<file path="src/rtl/signed_div_sequencer_pkg.sv">
// Shared ALU divider definitions: state encoding and sizing constants
// used by the signed/unsigned divide sequencer.
package signed_div_sequencer_pkg;

   localparam int DATA_W = 16;
   localparam int CNT_W  = $clog2(DATA_W);

   localparam logic [DATA_W-1:0] DIV_ZERO_QUOTIENT = {DATA_W{1'b1}};

   typedef enum logic [2:0] {
      IDLE = 3'd0,
      PREP = 3'd1,
      DIV  = 3'd2,
      FIX  = 3'd3,
      DONE = 3'd4
   } state_t;

endpackage

</file>
<file path="src/rtl/signed_div_sequencer_sign.sv">
// Sign/magnitude helpers shared with the ALU: absolute value and
// sign application (with overflow when the signed result cannot be represented).
module abs_value #(
   parameter int W = 16
) (
   input  logic [W-1:0] value,
   output logic [W-1:0] magnitude
);

   // Most-negative input maps to the unsigned magnitude 2^(W-1).
   always_comb begin
      if (value[W-1]) begin
         magnitude = {W{1'b0}} - value;
      end else begin
         magnitude = value;
      end
   end

endmodule

module give_sign #(
   parameter int W = 16
) (
   input  logic         sign,
   input  logic [W-1:0] magnitude,
   output logic [W-1:0] value,
   output logic         overflow
);

   // Negative results may reach -2^(W-1); positive ones must stay below 2^(W-1).
   always_comb begin
      if (sign) begin
         value    = {W{1'b0}} - magnitude;
         overflow = magnitude[W-1] & (|magnitude[W-2:0]);
      end else begin
         value    = magnitude;
         overflow = magnitude[W-1];
      end
   end

endmodule

</file>
<file path="src/rtl/signed_div_sequencer_step.sv">
// One restoring-division iteration: shift {rem, quo} left, trial-subtract
// the divisor magnitude, keep or restore the partial remainder.
module restoring_div_step #(
   parameter int W = 16
) (
   input  logic [W:0]   rem_in,
   input  logic [W-1:0] quo_in,
   input  logic [W-1:0] divisor,
   output logic [W:0]   rem_out,
   output logic [W-1:0] quo_out
);

   logic [W+1:0] shifted;
   logic [W+1:0] diff;

   // The extra top bit of diff is the borrow that marks a negative trial result.
   always_comb begin
      shifted = {rem_in, quo_in[W-1]};
      diff    = shifted - {2'b00, divisor};
      if (diff[W+1]) begin
         rem_out = shifted[W:0];
         quo_out = {quo_in[W-2:0], 1'b0};
      end else begin
         rem_out = diff[W:0];
         quo_out = {quo_in[W-2:0], 1'b1};
      end
   end

endmodule

</file>
<file path="src/rtl/signed_div_sequencer.sv">
// Multi-cycle signed/unsigned divider controller: magnitudes in PREP,
// one restoring bit per DIV cycle, sign restoration in FIX.
module signed_div_sequencer
   import signed_div_sequencer_pkg::*;
#(
   parameter int l = DATA_W
) (
   input  logic         Clock,
   input  logic         Reset,
   input  logic         Start,
   input  logic         Signed,
   input  logic [l-1:0] Dividend,
   input  logic [l-1:0] Divisor,
   output logic         Busy,
   output logic         Done,
   output logic [l-1:0] Quotient,
   output logic [l-1:0] Remainder,
   output logic         DivByZero,
   output logic         Overflow
);

   localparam int CW = (l > 1) ? $clog2(l) : 1;

   state_t          state;
   logic            sgn;
   logic [l-1:0]    op_a;
   logic [l-1:0]    op_b;
   logic [l-1:0]    dmag;
   logic [l-1:0]    quo;
   logic [l:0]      rem;
   logic            sign_q;
   logic            sign_r;
   logic [CW-1:0]   count;

   logic [l-1:0]    abs_a;
   logic [l-1:0]    abs_b;
   logic [l-1:0]    mag_a;
   logic [l-1:0]    mag_b;
   logic [l:0]      step_rem;
   logic [l-1:0]    step_quo;
   logic [l-1:0]    fix_q;
   logic [l-1:0]    fix_r;
   logic            ovf_q;
   logic            ovf_r;

   abs_value #(.W(l)) u_abs_a (.value(op_a), .magnitude(abs_a));
   abs_value #(.W(l)) u_abs_b (.value(op_b), .magnitude(abs_b));

   // Unsigned operations bypass the absolute-value path.
   always_comb begin
      if (sgn) begin
         mag_a = abs_a;
         mag_b = abs_b;
      end else begin
         mag_a = op_a;
         mag_b = op_b;
      end
   end

   restoring_div_step #(.W(l)) u_step (
      .rem_in  (rem),
      .quo_in  (quo),
      .divisor (dmag),
      .rem_out (step_rem),
      .quo_out (step_quo)
   );

   give_sign #(.W(l)) u_sign_q (.sign(sign_q), .magnitude(quo),        .value(fix_q), .overflow(ovf_q));
   give_sign #(.W(l)) u_sign_r (.sign(sign_r), .magnitude(rem[l-1:0]), .value(fix_r), .overflow(ovf_r));

   // Sequencer FSM; all result outputs are loaded only on the edge entering DONE.
   always_ff @(posedge Clock) begin
      if (Reset) begin
         state     <= IDLE;
         Busy      <= 1'b0;
         Done      <= 1'b0;
         Quotient  <= {l{1'b0}};
         Remainder <= {l{1'b0}};
         DivByZero <= 1'b0;
         Overflow  <= 1'b0;
         sgn       <= 1'b0;
         op_a      <= {l{1'b0}};
         op_b      <= {l{1'b0}};
         dmag      <= {l{1'b0}};
         quo       <= {l{1'b0}};
         rem       <= {(l+1){1'b0}};
         sign_q    <= 1'b0;
         sign_r    <= 1'b0;
         count     <= {CW{1'b0}};
      end else begin
         Done <= 1'b0;
         case (state)
            IDLE, DONE: begin
               if (Start) begin
                  op_a  <= Dividend;
                  op_b  <= Divisor;
                  sgn   <= Signed;
                  Busy  <= 1'b1;
                  state <= PREP;
               end else begin
                  Busy  <= 1'b0;
                  state <= IDLE;
               end
            end
            PREP: begin
               sign_q <= sgn & (op_a[l-1] ^ op_b[l-1]);
               sign_r <= sgn & op_a[l-1];
               dmag   <= mag_b;
               quo    <= mag_a;
               rem    <= {(l+1){1'b0}};
               count  <= {CW{1'b0}};
               if (op_b == {l{1'b0}}) begin
                  Quotient  <= {l{1'b1}};
                  Remainder <= op_a;
                  DivByZero <= 1'b1;
                  Overflow  <= 1'b0;
                  Done      <= 1'b1;
                  Busy      <= 1'b0;
                  state     <= DONE;
               end else begin
                  state <= DIV;
               end
            end
            DIV: begin
               rem   <= step_rem;
               quo   <= step_quo;
               count <= count + CW'(1);
               if (count == CW'(l - 1)) begin
                  state <= FIX;
               end else begin
                  state <= DIV;
               end
            end
            FIX: begin
               // Remainder magnitude is always below the divisor, so ovf_r stays low in signed mode.
               Quotient  <= fix_q;
               Remainder <= fix_r;
               Overflow  <= sgn & (ovf_q | ovf_r);
               DivByZero <= 1'b0;
               Done      <= 1'b1;
               Busy      <= 1'b0;
               state     <= DONE;
            end
            default: begin
               Busy  <= 1'b0;
               state <= IDLE;
            end
         endcase
      end
   end

endmodule

</file>
<file path="config.mk">
export PLATFORM = sky130hd
export DESIGN_NAME = signed_div_sequencer
export DESIGN_NICKNAME = d
export VERILOG_FILES = /design/src/rtl/signed_div_sequencer_pkg.sv /design/src/rtl/signed_div_sequencer_sign.sv /design/src/rtl/signed_div_sequencer_step.sv /design/src/rtl/signed_div_sequencer.sv
export SDC_FILE = /design/constraint.sdc
export NUM_CORES = 1
export LEC_CHECK = 0
export ABC_AREA = 1
export ABC_CLOCK_PERIOD_IN_PS = 2290
export BUFFER_PORTS_ARGS = -buffer_cell sky130_fd_sc_hd__buf_4
export CAP_MARGIN = 20
export CELL_PAD_IN_SITES_DETAIL_PLACEMENT = 0
export CELL_PAD_IN_SITES_GLOBAL_PLACEMENT = 1
export CORE_ASPECT_RATIO = 0.5
export CORE_UTILIZATION = 40
export DETAILED_ROUTE_END_ITERATION = 12
export PLACE_DENSITY_LB_ADDON = 0.1
export SLEW_MARGIN = 10
export SYNTH_ARGS = -nofsm -noshare
export SYNTH_HDL_FRONTEND = slang
export SYNTH_SLANG_ARGS = --single-unit
</file>
<file path="constraint.sdc">
create_clock -name Clock -period 2.29 [get_ports Clock]
set_clock_uncertainty 0.15 [all_clocks]
set_input_delay 0.1145 -clock Clock [delete_from_list [all_inputs] [get_ports Clock]]
set_output_delay 0.1145 -clock Clock [all_outputs]
set_load 0.005 [all_outputs]
</file>
==> reports/results.tsv, run 1 <==
metric	value	unit
first_global_vias	7272	
synthArstFlopShare	0	%
drv_slew	0	
cpMostUsedCell	nand2_1	
rrSetupSlack	120	ps
max_freq	0.461	GHz
netSwitchingFraction	37.8	%
ys_seq_elements	127	
gp_congestion	0.836	
antenna_left	0	
layout_min_cycle_time	2170	ps
synth_area	7530	sq um
crit_arrival	2300	ps
worstPathCellList	inv_4 > ha_2 > inv_2 > fa_2 > nand3_2 > nand2_2 > nand2_1 > nand2_1 > nand2_1 > nand3b_1 > nand2_1 > nand3_1 > nand3_1 > a21oi_1	
drt-initial-drc-count	541	
ys_types	42	
worstReg2RegEnd	rem[12]	
start_kind	flip-flop	
cp-end-kind	flip-flop	
cts_made_buffers	17	
die_area	19400	sq um
clock_latency	420	ps
cts.sinks	127	
clkSlewWorstSetupHoldPaths	60	ps
nNetsFinal	1342	
worstMarginPinSlew	653	ps
io_buffers	71	
gr-total-overflow	0	
antenna_found_initial	0	
grt_usage	24.7	%
critPathMaxStageDelay	400	ps
hold_path.class	in -> reg	
p_seq_share	28.6	%
die_width	196	microns
ys_top_cells_by_area	dfxtp_1, nand2_1, inv_1	
dpl.hpwl	17000	microns
grt_first_pass_wirelength	37500	microns
cts_buffer_depth	2	
cap_violations	0	
syn_to_final_growth	30.1	%
critPathKind	reg -> reg	
min_period_over_period	94.7	%
synth_common_cells	nand2_1, inv_1, dfxtp_1	
vias_per_cell	5.08	
h-tree-depth	4	
status	completed	
wire_per_inst	15.4	microns
fin_area	9800	sq um
cts_tree	done	
dr_total_vias	7806	
synth.avg_cell_area	6.59	sq um
yosysSeqAreaShare	33.8	%
synth_top_area_share	33.8	%
ys.flop_type	dfxtp_1	
critPathMaxFanout	3	
drive_gt1_share	18.5	%
synth.most_common_cell	nand2_1	
finalWirelength	23600	microns
synth_warnings	0	
ir_drop	0.505	mV
cp.required	2420	ps
drc	0	
die_h	99.0	microns
hold_start	Start	
root_buffer	clkbuf_16	
placed_area	8550	sq um
path_delay_family	simple AND/OR/NAND/NOR gates	
dp_cells	1464	
critPathSlowestCell	fa_2	
postSynthCellCount	1143	
power_frac_comb	39.5	%
io_pins	72	
grt_start_max_net_pins	47	
min_to	op_b[2]	
dr.pass1.iters	5	
stdcell_count	1536	
syn_nets	1201	
tns	0	ps
fp.coreArea	18400	sq um
p_leak	0.00445	uW
power_density	899	nW/um^2
whs_path_depth	4	
r2r_cells	14	
slew-limit-headroom	56.2	%
p_sw	3330	uW
synth_area_leader_cell	dfxtp_1	
start_util	40.9	%
internal-power	5480	uW
hold_violations	0	
setup_viol	0	
cp.buffers_inverters	2	
diodes	0	
row_count	35	
power	8810	uW
synth_edf_count	0	
p_clk_share	31.9	%
utilization	53.3	%
reg2reg_from	quo[15]	
## registers in the layout, summed over array words and instances (netlist names), 3 cells and up
register and cells:
state 3, op_b 16, Remainder 16, dmag 16
op_a 16, Quotient 16, count 4, rem 17
quo 16
## per-layer routing
layer | wire, microns | vias to the layer above | track usage [%]
met5 | 0 | - | 0
li1 | - | 4025 | -
met4 | 232 | 0 | 5.59
met1 | 12400 | 3602 | 36.1
met3 | 987 | 17 | 3.94
met2 | 10000 | 162 | 37.7
## logic make-up after synthesis
| logic type | count (synthesis) | share of synthesized area [%] |
|---|---|---|
| fa+ha+maj | 22 | 3.76 |
| compound gates | 261 | 18.6 |
| xor+xnor | 16 | 1.86 |
| flops | 127 | 33.8 |
| buf+inv | 212 | 11.9 |
| simple gates | 505 | 30.1 |
## layout by cell type (no fill, tap or decap), types with 9 or more instances in the layout
cell,netlist,final
a31oi_1,14,14
ha_4,0,10
dlygate4sd3_1,1,34
clkbuf_16,0,17
o21ai_0,104,103
nand2_1,264,256
nor2_1,80,78
a21oi_1,107,106
inv_1,156,152
nor3_1,10,9
o22ai_1,13,13
dfxtp_1,127,122
buf_4,2,130
inv_2,7,9
ha_1,21,10
nand2_2,6,12
nand3_1,109,107
## worst min-delay path, cell delays in order
cell and delay [ps]:
buf_4 80, nand2_2 60, buf_4 200, a21oi_1 140
## metrics by stage
stage	setup slack, ps	hold WS [ps]
2_1_floorplan	344	131
3_3_place_gp	-11.1	220
3_5_place_dp	-20.8	225
4_1_cts	18.1	31.7
5_1_grt	-17.7	100
6_report	122	71.4
## power by group through the flow
stage / Combinational (uW) / Sequential [uW] / Clock [uW]
4_1_cts: 3160 / 2500 / 2850
3_5_place_dp: 3100 / 2550 / 0
5_1_grt: 3930 / 2540 / 2950
2_1_floorplan: 2230 / 2520 / 0
3_3_place_gp: 3080 / 2550 / 0
6_report: 3480 / 2520 / 2810
## cell type report
cell class                      instances  area (sq um)
Clock buffer                           18           439
Multi-Input combinational cell        806          4340
Clock inverter                         13           164
Inverter                              164           618
Sequential cell                       127          2550
Tap cell                              240           300
Fill cell                            1820          8600
Timing Repair Buffer                  168          1380
## worst max-delay path by stage
| stage | to | start | slack, ps | depth (start not counted) |
|---|---|---|---|---|
| finish | rem[12] | quo[15] | 120 | 14 |
| global route | rem[6] | dmag[8] | -20 | 15 |
| CTS | rem[12] | quo[15] | 20 | 15 |
| detailed placement | rem[12] | quo[15] | -20 | 15 |
| global placement | rem[12] | quo[15] | -10 | 14 |
| floorplan | rem[11] | dmag[8] | 340 | 15 |
## repair_timing
action                                 CTS  global route
resized for setup                        1            48
endpoints found under the hold margin   33            12
pin swaps                                0            16
hold buffers                            33             1
cloned                                   0             2
setup endpoints to repair                1            36
buffers inserted                         0             5
Power figures use the tool's default switching activity.
==> run 2: changes to the inputs <==
ABC_AREA = 0   (was 1)
RECOVER_POWER = 50   (was default)
TNS_END_PERCENT = 30   (was default)
==> run 2 against run 1 <==
  * The flow now finishes with violations (negative setup slack)
  * Routed wire length down 7.3%
  * Register-to-register slack worse by 420 ps
  * Hold slack worse by 15 ps
  * Die area down 6.5%
  * Global-route usage down 0.22 points
  * Design area up 0.95%
  * Maximum frequency down 16%
  * Clock power down 5%
  * Sequential power down 3%
  * Synthesized area down 6.6%
  * Via count down 10%
  * Critical endpoint is now rem[8]
==> reports/results.tsv, run 2 <==
metric	value	unit	change
status	complete, but fails checks		was completed
violations	negative setup slack		
finalWirelength	21900	microns	was 23600 microns
cp.depth	12		was 14
synth_edf_count	0		unchanged
rsz0062_at_grt	true		
die_h	95.7	microns	was 99.0 microns
r2r_cells	12		was 14
dp_cells	1258		was 1464
yosysSeqAreaShare	36.2	%	was 33.8%
cts_made_buffers	17		unchanged
p_seq_share	32.7	%	was 28.6%
nNetsFinal	1151		was 1342
synth.avg_cell_area	7.81	sq um	was 6.59 sq um
dr.pass1.iters	5		unchanged
setup_viol	25		was 0
gp_congestion	0.862		was 0.836
drive_gt1_share	28.6	%	was 18.5%
vias_per_cell	5.28		was 5.08
power_frac_comb	31.6	%	was 39.5%
power_density	755	nW/um^2	was 899 nW/um^2
cp.buffers_inverters	3		was 2
path_delay_family	compound AO/OA/AOI/OAI gates		was simple AND/OR/NAND/NOR gates
p_sw	2310	uW	was 3330 uW
grt_usage	24.4	%	was 24.7%
die_area	18100	sq um	was 19400 sq um
hold_violations	0		unchanged
slew-limit-headroom	36.4	%	was 56.2%
internal-power	5150	uW	was 5480 uW
drc	0		unchanged
cts_tree	done		unchanged
dpl.hpwl	15500	microns	was 17000 microns
grt_first_pass_wirelength	34400	microns	was 37500 microns
min_period_over_period	113	%	was 94.7%
ir_drop	0.561	mV	was 0.505 mV
diodes	0		unchanged
stdcell_count	1332		was 1536
synth_top_area_share	36.2	%	was 33.8%
min_to	rem[10]		was op_b[2]
final_cell_mix	nand2_1, buf_4, dfxtp_1		was nand2_1, inv_1, buf_4
fill_cells	1581		was 1820
fp.coreArea	16800	sq um	was 18400 sq um
ys_top_cells_by_area	dfxtp_1, nand2_1, a21oi_1		was dfxtp_1, nand2_1, inv_1
drt-initial-drc-count	432		was 541
largest_reg_flops	17		unchanged
postSynthCellCount	900		was 1143
critPathMaxFanout	3		unchanged
row_count	33		was 35
p_clk_share	35.7	%	was 31.9%
io_pins	72		unchanged
cp-end-kind	flip-flop		unchanged
ys_types	68		was 42
synth_area	7030	sq um	was 7530 sq um
reg2reg_from	quo[15]		unchanged
mostFrequentLayoutCell	nand2_1		unchanged
cts.sinks	127		unchanged
syn_nets	958		was 1201
worstMarginPinSlew	955	ps	was 653 ps
ys.flop_type	dfxtp_1		unchanged
root_buffer	clkbuf_16		unchanged
max_freq	0.387	GHz	was 0.461 GHz
synth_warnings	0		unchanged
synthArstFlopShare	0	%	unchanged
grt_start_max_net_pins	83		was 47
cts_buffer_depth	2		unchanged
dr_total_vias	7028		was 7806
p_leak	0.00402	uW	was 0.00445 uW
rrSetupSlack	-300	ps	was 120 ps
syn_to_final_growth	40.6	%	was 30.1%
layout_min_cycle_time	2590	ps	was 2170 ps
clock_latency	420	ps	about the same
ys_seq_elements	127		unchanged
critPathKind	reg -> reg		unchanged
start_kind	flip-flop		unchanged
top_register	rem		unchanged
whs_path_depth	5		was 4
drv_slew	0		unchanged
antenna_found_initial	0		unchanged
synth_area_leader_cell	dfxtp_1		unchanged
synth_common_cells	nand2_1, dfxtp_1, a21oi_1		was nand2_1, inv_1, dfxtp_1
synth.most_common_cell	nand2_1		unchanged
placed_area	8610	sq um	was 8550 sq um
h-tree-depth	4		unchanged
io_buffers	71		unchanged
hold_path.class	in -> reg		unchanged
antenna_left	0		unchanged
holdWs	56.2	ps	was 71.4 ps
fin_area	9890	sq um	was 9800 sq um
power	7460	uW	was 8810 uW
worstReg2RegEnd	rem[8]		was rem[12]
first_global_vias	6363		was 7272
worstPathCellList	inv_2 > ha_4 > inv_2 > fa_2 > a21o_1 > a221o_1 > buf_4 > a21o_1 > a21oi_2 > xnor2_2 > mux2i_1 > o21ai_1		was inv_4 > ha_2 > inv_2 > fa_2 > nand3_2 > nand2_2 > nand2_1 > nand2_1 > nand2_1 > nand3b_1 > nand2_1 > nand3_1 > nand3_1 > a21oi_1
die_width	189	microns	was 196 microns
setup_slack	-295	ps	was 122 ps
cp.required	2470	ps	was 2420 ps
critPathMaxStageDelay	360	ps	was 400 ps
hold_start	Reset		was Start
gr-total-overflow	0		unchanged
clkSlewWorstSetupHoldPaths	60	ps	about the same
crit_arrival	2770	ps	was 2300 ps
netSwitchingFraction	31.0	%	was 37.8%
place_ws	-340	ps	was -20.8 ps
start_util	41.9	%	was 40.9%
wire_per_inst	16.4	microns	was 15.4 microns
critPathSlowestCell	a221o_1		was fa_2
cap_violations	0		unchanged
==> run 2: repair_timing <==
| action | 4_1_cts | 5_1_grt |
|---|---|---|
| hold buffers | 33 | 0 |
| gates cloned | 3 | 0 |
| endpoints found under the setup margin | 39 | 44 |
| pin swaps | 18 | 12 |
| endpoints found under the hold margin | 33 | 0 |
| setup buffers | 6 | 3 |
| gates resized for setup | 43 | 26 |
==> run 2: power groups by stage <==
stage | clock [uW] | combinational [uW] | sequential [uW]
finish | 2670 | 2350 | 2440
global route | 2780 | 2560 | 2460
global placement | 0 | 1920 | 2480
floorplan | 0 | 1270 | 2480
CTS | 2690 | 2360 | 2440
detailed placement | 0 | 1930 | 2480
==> run 2: through the flow <==
step | setup TNS, ps | utilization (%)
after global placement | -4770 | 51.4
after CTS | -4710 | 58.4
after detailed placement | -5630 | 51.4
after floorplan | -2460 | -
after global routing | -7500 | 59.0
final | -3940 | 59.0
==> run 2: how the worst max path moves through the flow <==
| stage | start | to | slack, ps |
|---|---|---|---|
| after floorplan | rem[7] | rem[14] | -190 |
| after global placement | quo[15] | rem[16] | -320 |
| after detailed placement | quo[15] | rem[16] | -340 |
| after CTS | dmag[2] | rem[12] | -300 |
| after global routing | dmag[2] | rem[0] | -420 |
| final | quo[15] | rem[8] | -300 |
==> run 2: worst register-to-register path: cells and delay by family (launching register included) <==
| kind | cells | cell delay (ps) |
|---|---|---|
| muxes | 1 | 110 |
| AOI/OAI and AO/OA | 5 | 1030 |
| xor gates and xnor gates | 1 | 160 |
| DFF | 1 | 320 |
| adders and majority gates | 2 | 460 |
| buffers and inverters | 3 | 270 |
==> run 2: per-layer routing <==
metal | global-route usage [%] | up-vias | wire length [microns]
met5 | 0 | - | 0
met4 | 5.71 | 0 | 231
met3 | 4.34 | 20 | 988
met2 | 38.3 | 153 | 9770
met1 | 34.8 | 3335 | 10900
li1 | - | 3520 | -
==> run 2: logic make-up (layout without fill, tap and decap cells) <==
group	count (synthesis)	after routing	share of synthesized area (%)
fa+ha+maj	22	22	4.02
compound gates	237	237	21.9
xor+xnor	62	62	7.72
simple gates	340	340	21.5
buf+inv	93	298	5.94
mux	19	19	2.72
flops	127	127	36.2
==> run 2: final cells by class <==
| cell class | instances | area, sq um | share of cell area, % |
|---|---|---|---|
| clock buffer | 21 | 450 | 4.56 |
| clock inverter | 10 | 111 | 1.13 |
| inverter | 33 | 124 | 1.25 |
| multi-input combinational | 680 | 4480 | 45.3 |
| sequential | 127 | 2560 | 25.9 |
| tap | 227 | 284 | 2.87 |
| timing repair buffer | 234 | 1880 | 19.0 |
==> run 3: changes to the inputs <==
ABC_CLOCK_PERIOD_IN_PS = default   (was 2290)
RECOVER_POWER = 25   (was 50)
==> run 3 against run 2 <==
  * Register-to-register slack is essentially flat
  * Setup slack is essentially flat
  * Utilization is essentially flat
  * Final cell count is the same
  * Highest routed layer unchanged
  * The flow still finishes with violations (negative setup slack)
  * Sequential power is essentially flat
  * Die area is the same
==> reports/results.tsv, run 3 (same netlist as run 2, synthesis figures left out) <==
metric	value	unit	change
critPathMaxStageDelay	360	ps	about the same
cp.required	2470	ps	about the same
critPathMaxFanout	3		unchanged
cap_violations	0		unchanged
p_seq_share	32.7	%	about the same
r2r_cells	12		unchanged
hold_path.class	in -> reg		unchanged
grt_start_max_net_pins	83		unchanged
critPathSlowestCell	a221o_1		unchanged
grt_first_pass_wirelength	34400	microns	unchanged
path_delay_family	compound AO/OA/AOI/OAI gates		unchanged
gp_congestion	0.862		unchanged
finalWirelength	21900	microns	about the same
first_global_vias	6363		unchanged
cp.depth	12		unchanged
cp.buffers_inverters	3		unchanged
p_clk_share	35.7	%	about the same
ir_drop	0.562	mV	was 0.561 mV
crit_arrival	2770	ps	about the same
h-tree-depth	4		unchanged
min_period_over_period	113	%	about the same
fp.coreArea	16800	sq um	unchanged
p_sw	2310	uW	about the same
clock_latency	420	ps	about the same
nNetsFinal	1151		unchanged
die_width	189	microns	unchanged
grt_busiest_layer	met2		unchanged
p_leak	0.00403	uW	was 0.00402 uW
worstMarginPinSlew	941	ps	was 955 ps
diodes	0		unchanged
hold_violations	0		unchanged
start_util	41.9	%	unchanged
regArea	2560	sq um	unchanged
die_area	18100	sq um	unchanged
violations	negative setup slack		unchanged
mostFrequentLayoutCell	nand2_1		unchanged
io_buffers	71		unchanged
multi_input_area	4480	sq um	unchanged
layout_min_cycle_time	2590	ps	about the same
antenna_left	0		unchanged
vias_per_cell	5.28		about the same
cts_tree	done		unchanged
gr-total-overflow	0		unchanged
whs_path_depth	5		unchanged
antenna_found_initial	0		unchanged
dr.pass1.iters	5		unchanged
final_cell_mix	nand2_1, buf_4, dfxtp_1		unchanged
rsz0062_at_grt	true		unchanged
row_count	33		unchanged
drive_gt1_share	28.6	%	unchanged
gr-usage-met1	34.8	%	unchanged
drt-initial-drc-count	441		was 432
dr_total_vias	7029		was 7028
top_register	rem		unchanged
drv_slew	0		unchanged
grt_usage	24.4	%	unchanged
holdWs	55.7	ps	was 56.2 ps
setup_viol	24		was 25
power_frac_comb	31.6	%	about the same
slew-limit-headroom	37.2	%	was 36.4%
tns	-3900	ps	was -3940 ps
cts_made_buffers	17		unchanged
die_h	95.7	microns	unchanged
met3_usage	4.34	%	unchanged
root_buffer	clkbuf_16		unchanged
wire_per_inst	16.4	microns	about the same
internal-power	5150	uW	about the same
largest_reg_flops	17		unchanged
setup_slack	-295	ps	about the same
max_freq	0.387	GHz	about the same
clkSlewWorstSetupHoldPaths	60	ps	about the same
io_pins	72		unchanged
netSwitchingFraction	31.0	%	about the same
use_met2	38.3	%	unchanged
syn_to_final_growth	40.7	%	was 40.6%
fill_cells	1581		unchanged
drc	0		unchanged
status	complete, but fails checks		unchanged
cts_buffer_depth	2		unchanged
dpl.hpwl	15500	microns	unchanged
cts.sinks	127		unchanged
start_kind	flip-flop		unchanged
worstPathCellList	inv_2 > ha_4 > inv_2 > fa_2 > a21o_1 > a221o_1 > buf_4 > a21o_1 > a21oi_2 > xnor2_2 > mux2i_1 > o21ai_1		unchanged
power_density	755	nW/um^2	about the same
critPathKind	reg -> reg		unchanged
placed_area	8610	sq um	unchanged
fin_area	9890	sq um	about the same
cp-end-kind	flip-flop		unchanged
## run 3: final timing paths
kind | from | end | slack, ps
max | quo[15] | rem[8] | -300
min | Reset | rem[10] | 60
max reg2reg | quo[15] | rem[8] | -300
min reg2reg | DivByZero | DivByZero | 310
## run 3: tightest hold or removal path, delay by kind of cell
| family | cells | cell delay, ps |
|---|---|---|
| AOI/OAI and AO/OA | 1 | 50 |
| buffers and inverters | 2 | 290 |
| and+or+nand+nor | 2 | 130 |
## run 3: power groups by stage
stage / sequential [uW] / clock [uW] / combinational, uW
6_report: 2440 / 2670 / 2360
5_1_grt: 2460 / 2780 / 2560
4_1_cts: 2440 / 2690 / 2360
3_5_place_dp: 2480 / 0 / 1930
3_3_place_gp: 2480 / 0 / 1920
2_1_floorplan: 2480 / 0 / 1270
## run 3: per-stage QoR
step                      total power [uW]  utilization, %  cells  setup WS [ps]
after global routing                  7800            59.0   1332           -418
after floorplan                       3750               -    900           -194
after detailed placement              4420            51.4   1258           -340
final                                 7460            59.0   1332           -295
after global placement                4400            51.4   1258           -315
after CTS                             7490            58.4   1331           -301
## run 3: cell type report
cell class / instances / share of cell area [%]
clock buffers: 21 / 4.55
repair buffers: 234 / 19.0
inverters: 33 / 1.25
multi-input cells: 680 / 45.2
flip-flops and latches: 127 / 25.9
well taps: 227 / 2.87
clock inverters: 10 / 1.13
## run 3: what timing repair did
action                     in CTS  in global routing
resized for setup              43                 26
pin swaps                      18                 12
setup endpoints to repair      39                 44
hold buffers                   33                  0
hold endpoints to repair       33                  0
buffers inserted                6                  3
gates cloned                    3                  0
## run 3: layer usage
layer	part of all wire, %	vias up
met5	0	-
met1	49	3339
met4	1.2	0
met2	45	148
met3	4.6	22
li1	-	3520
